===== src/rtl/sub_serial.sv =====
// sub_serial: bit-serial ripple-borrow subtractor.
// Computes {borrow, diff} = a - b - bin one bit per clock, LSB first,
// through a single full-subtractor cell. A result takes W cycles.
//
// Optional feature macro: SUB_SERIAL_OVF_EN adds the signed-overflow output ovf.
//
// Ports:
//   clk    in   1  clock, rising edge
//   rst    in   1  synchronous active-high reset
//   start  in   1  request, sampled only while busy = 0
//   a      in   W  minuend, captured on accepted start
//   b      in   W  subtrahend, captured on accepted start
//   bin    in   1  borrow-in, captured on accepted start
//   busy   out  1  operation in progress
//   done   out  1  one-cycle pulse, diff/borrow newly valid
//   diff   out  W  a - b - bin mod 2^W
//   borrow out  1  borrow-out (a < b + bin, unsigned)
//   ovf    out  1  signed overflow (SUB_SERIAL_OVF_EN only)
module sub_serial #(
   parameter int W = 8
) (
   input  logic         clk,
   input  logic         rst,
   input  logic         start,
   input  logic [W-1:0] a,
   input  logic [W-1:0] b,
   input  logic         bin,
   output logic         busy,
   output logic         done,
   output logic [W-1:0] diff,
   output logic         borrow
`ifdef SUB_SERIAL_OVF_EN
   ,
   output logic         ovf
`endif
);

   localparam int CW = $clog2(W);
   localparam logic [CW-1:0] LAST = CW'(W - 1);

   typedef enum logic {IDLE, RUN} state_t;

   state_t         state;
   logic [W-1:0]   a_reg;
   logic [W-1:0]   b_reg;
   // Holds the W-1 bits already produced; the newest bit enters at the top
   // and older bits drift toward bit 0, so the final bit completes the word.
   logic [W-2:0]   partial;
   logic           br;
   logic [CW-1:0]  cnt;

   logic           ai;
   logic           bi;
   logic           d;
   logic           br_next;
   logic [W-1:0]   word;

   // Full-subtractor cell for the current bit position.
   always_comb begin
      ai      = a_reg[cnt];
      bi      = b_reg[cnt];
      d       = ai ^ bi ^ br;
      br_next = (~ai & bi) | (~(ai ^ bi) & br);
      word    = {d, partial};
   end

   always_ff @(posedge clk) begin
      if (rst) begin
         state   <= IDLE;
         a_reg   <= '0;
         b_reg   <= '0;
         partial <= '0;
         br      <= 1'b0;
         cnt     <= '0;
         busy    <= 1'b0;
         done    <= 1'b0;
         diff    <= '0;
         borrow  <= 1'b0;
`ifdef SUB_SERIAL_OVF_EN
         ovf     <= 1'b0;
`endif
      end else begin
         done <= 1'b0;
         case (state)
            IDLE: begin
               if (start) begin
                  a_reg   <= a;
                  b_reg   <= b;
                  br      <= bin;
                  cnt     <= '0;
                  partial <= '0;
                  busy    <= 1'b1;
                  state   <= RUN;
               end
            end
            RUN: begin
               if (cnt == LAST) begin
                  diff   <= word;
                  borrow <= br_next;
                  done   <= 1'b1;
                  busy   <= 1'b0;
                  state  <= IDLE;
`ifdef SUB_SERIAL_OVF_EN
                  // d is the result MSB at this point.
                  ovf    <= (a_reg[W-1] ^ b_reg[W-1]) & (a_reg[W-1] ^ d);
`endif
               end else begin
                  partial <= word[W-1:1];
                  br      <= br_next;
                  cnt     <= cnt + CW'(1);
               end
            end
            default: state <= IDLE;
         endcase
      end
   end

endmodule


===== config.mk =====
export PLATFORM = sky130hd
export DESIGN_NAME = sub_serial
export DESIGN_NICKNAME = d
export VERILOG_FILES = /design/src/rtl/sub_serial.sv
export SDC_FILE = /design/constraint.sdc
export NUM_CORES = 1
export LEC_CHECK = 0
export CAP_MARGIN = 20
export CORE_UTILIZATION = 45
export DETAILED_ROUTE_END_ITERATION = 16
export GPL_TIMING_DRIVEN = 0
export PLACE_DENSITY = 0.71
export SKIP_LAST_GASP = 1
export SYNTH_ARGS = -nofsm -noshare
export SYNTH_HDL_FRONTEND = slang
export SYNTH_SLANG_ARGS = --single-unit

===== constraint.sdc =====
create_clock -name clk -period 2.23 [get_ports clk]
set_clock_uncertainty 0.1 [all_clocks]
set_input_delay 0.446 -clock clk [delete_from_list [all_inputs] [get_ports clk]]
set_output_delay 0.446 -clock clk [all_outputs]
set_load 0.1 [all_outputs]

-- Word level (Yosys, flattened, before mapping)
Index checks and enable logic that the tools add are counted.
- add/sub/neg operators: 1
- order comparisons: 1
- equal/unequal tests: 4
- mux-type cells: 20
- bitwise logic cells: 8
- reductions and logical operators: 5
- operator list (cell ; number):
    two-way mux 7 bit ; 2
    one-hot mux 7 bit (2 select lines) ; 1
    two-way mux 1 bit ; 9
    AND reduction 2 bit ; 4
    binary-select mux 1 bit (select 3 bit) ; 2
    two-way mux 3 bit ; 2
    one-hot mux 1 bit (2 select lines) ; 3
    one-hot mux 3 bit (2 select lines) ; 1
    less-than comparator 3 x 4 -> 1 bit, second input constant ; 1
    != test 2 bit, second input constant ; 2
    adder 3 x 1 -> 3 bit, second input constant ; 1
    equality test 3 bit, second input constant ; 1
    inverter 1 bit ; 3
    bitwise AND 1 bit ; 2
    != test 2 x 1 -> 1 bit, second input constant ; 1
    OR reduction 2 bit ; 1
    XOR 1 bit ; 2
    OR 1 bit ; 1
- register bits: 39
- output and inout bits: 11
- word-level logic and storage cells: 49

-- Logic depth before layout (Yosys ltp)
- word-level depth: 8
- gate-level depth with buffers: 7
- depth with buffers taken out: 6

-- Worst setup path after synthesis
Ideal clock, no wire load.
- path type: register to register
- start point: register cnt[0]
- end point: register partial[6]
- data arrival time: 1.955 ns
- path slack: 0.105 ns
- cell stages (with the launch flop): 7
- period minus slack after synthesis: 2.125 ns
- cells stage by stage: dfxtp_1 -> buf_6 -> mux4_1 -> mux2_2 -> fa_1 -> nand2_1 -> a21oi_1
- cells in the longest elaborated chain, start to end: 6
- elaborated cells on any way between the ends: 11
- classes of those cells: eq/ne (2); mux (6); bitwise (2); reduce/logical (1)
- ends and longest elaborated chain (item ; line ; RTL):
    from (decl) ; 50 ; logic [CW-1:0] cnt;
    from (signal assigned) ; 110 ; cnt <= cnt + CW'(1);
    binary-select mux 1 bit (select 3 bit), on equally long branches ; 60, 61 ;
    two-way mux 1 bit, on equally long branches ; 60, 61 ;
    XOR 1 bit * (2 in a row) ; 62 ; d = ai ^ bi ^ br;
    net d ; 54 ; logic d;
    two-way mux 7 bit * ; 97 ; if (cnt == LAST) begin
    one-hot mux 7 bit (2 select lines) * ; 84 ; case (state)
    to (signal assigned) ; 108 ; partial <= word[W-1:1];
    to (decl) ; 48 ; logic [W-2:0] partial;
Mark *: on every way through the listed nets, which the timed path passes. The rest lies on a longest branch. The select of a mux whose other input is x is not followed.
A chain may end at the register's enable or synchronous reset.

-- Worst setup path in the final report
Same ends and word-level chain as after synthesis.

==> reports/qor.csv <==
metric;value;unit
initial antenna violation count;0;
power share of the clock group;27.9;%
GRT Total Usage;19.2;%
Psw;0.311;mW
Nets;241;
most area-hungry cell type in the Yosys netlist;dfxtp_1;
Fin Hold WS;0.357;ns
cell area after synthesis;1560;um^2
VDD IR max;0.292;mV
drt first pass iters;5;
P_int;0.920;mW
full die area;3700;um^2
CP Launch Type;flip-flop;
dpl hpwl;2250;um
leak pwr;0.773;nW
WS Path Type;reg -> reg;
Synth area leaders;dfxtp_1 50%, nand2_1 14%, a21oi_1 11%, mux4_1 6.8%, o21ai_0 3.2%;
FMAX;0.457;GHz
antenna viol nets, final;0;
minimum clock period;2.19;ns
drc violations;0;
Via density;5.02;
WL/cell;11.7;um
YS warnings;0;
Max Slew Vio Count;0;
Layout area overhead;26.1;%
root buf cell;clkbuf_4;
Comb pwr share;12.4;%
Cells after DPL;254;
initial cell density of the core;49.3;%
clock insertion delay at the later pin of the skew report;0.35;ns
Yosys cell types;23;
GRT Residual Overflow;0;
Crit Path Max Fanout;6;
worst r2r path cells;6;
Mean Syn Cell Area;8.59;um^2
Core Util, Final;62.2;%
Post-Route WL;3080;um
Hold Path Cell Cnt;2;
Crit. End Element;flip-flop;
flops & latches, synth;39;
core area;3150;um^2
Max Buffers Root-to-Sink;2;
PwrDens;627;nW/um^2
Hold Path Class;reg -> reg;
total negative slack;0;ns
area share of the largest cell type after synthesis;50.2;%
# diodes;0;
endpoints failing hold;0;
synthesized instance count;181;
max-cap violation count;0;
RSZ-0062 raised after global routing;yes;
TritonCTS clock tree;done;
H-tree depth;2;
layout cell share with drive strength beyond 1;9.13;%
Area after DPL;1900;um^2
non-filler cells, final;263;
min setup slack post-route;0.0400;ns
largest net degree at the start of global routing;12;
Num CTS Buffers;5;
clk sinks;39;
Synthesized Nets;204;
Placer Congestion;0.771;
Flop pwr share;59.7;%
hold_buf cts;0;
sequential area share after synthesis;50.2;%
row count;20;
outcome;completed;
Total Power;1.23;mW
Worst EP required;2.41;ns
Final setup viols;0;
Worst-Margin Slew;0.957;ns
period utilization;98.2;%
Rel. slew slack;36.4;%
Buffers on Ports;29;
first-iteration detailed-routing DRC count;51;
final instance area;1960;um^2
chip height;60.8;um
DR vias;1319;
I/O pin count;31;
Clk pin slew, worst setup/hold paths;0.11;ns
number of global-route vias before repair;1176;
pre-CTS setup slack;-0.0243;ns
first-pass GRT wire length;5070;um
CP arrival;2.37;ns
Die Span X;60.8;um
switch share;25.3;%
## what timing repair did
item / 4_1_cts / 5_1_grt
resized for setup: 15 / 2
setup buffers: 1 / 0
endpoints found under the hold margin: 0 / 0
pin swaps: 1 / 1
setup endpoints to repair: 14 / 3
## final timing paths
path,endpoint,slack (ns),startpoint
worst min-delay path,b_reg[2],0.36,b_reg[2]
worst max register to register,partial[6],0.04,cnt[0]
worst max-delay path,partial[6],0.04,cnt[0]
worst min register to register,b_reg[2],0.36,b_reg[2]
## power by group through the flow
| stage | Clock, mW | Combinational (mW) | Sequential, mW |
|---|---|---|---|
| 2_1_floorplan | 0 | 0.0816 | 0.757 |
| 3_3_place_gp | 0 | 0.142 | 0.749 |
| 5_1_grt | 0.388 | 0.168 | 0.739 |
| 3_5_place_dp | 0 | 0.147 | 0.750 |
| 6_report | 0.343 | 0.152 | 0.735 |
| 4_1_cts | 0.355 | 0.150 | 0.734 |
## critical path, cell delays in order (launching register included)
cell	delay, ns
dfxtp_2	0.35
buf_6	0.12
mux4_1	0.54
mux2_4	0.29
fa_2	0.55
nand2_1	0.05
a21oi_1	0.12
## area by class of cell
class	count	area, um^2
Buffer	13	63.8
Multi-Input combinational cell	127	719
Tap cell	44	55.1
Clock inverter	1	5.00
Timing Repair Buffer	30	284
Inverter	2	7.51
Fill cell	311	1190
Clock buffer	7	45.0
Sequential cell	39	782
## routing by layer
metal / GRT usage (%) / wire length [um]
met5: 0 / 0
met2: 32.2 / 1440
met3: 5.76 / 157
met1: 22.5 / 1430
met4: 8.77 / 51
## cells in the mapped netlist (all sizes together)
cell	count
fa	1
a211oi	1
and2	1
o21ai	10
dfxtp	39
buf	6
o21a	1
a21oi	35
nor3	2
nand2b	2
mux2	1
nand2	58
inv	2
mux4	4
nor2	4
nor2b	3
a2111oi	1
ha	2
clkbuf	7
mux2i	1
## cell usage in the layout, fill, tap and decap left out, drive strengths merged
| master | count |
|---|---|
| mux2i | 1 |
| mux4 | 4 |
| a211oi | 1 |
| nand2 | 58 |
| dfxtp | 39 |
| o21ai | 10 |
| a2111oi | 1 |
| o21a | 1 |
| nand2b | 2 |
| clkbuf | 14 |
| buf | 7 |
| nor3 | 2 |
| dlygate4sd2 | 11 |
| nor2 | 4 |
| inv | 2 |
| a21oi | 35 |
| ha | 2 |
| and2 | 1 |
| clkinv | 1 |
| nor2b | 3 |
| fa | 1 |
| mux2 | 1 |
| clkdlybuf4s50 | 18 |
## cell families after synthesis
group / after synthesis / share of synthesized area, %
AO/OA/AOI/OAI: 48 / 16.0
adder cells (fa/ha/maj): 3 / 2.90
buffers and inverters: 15 / 4.59
flip-flops: 39 / 50.2
multiplexers: 6 / 8.13
AND/OR/NAND/NOR: 70 / 18.2
Power figures use the tool's default switching activity.
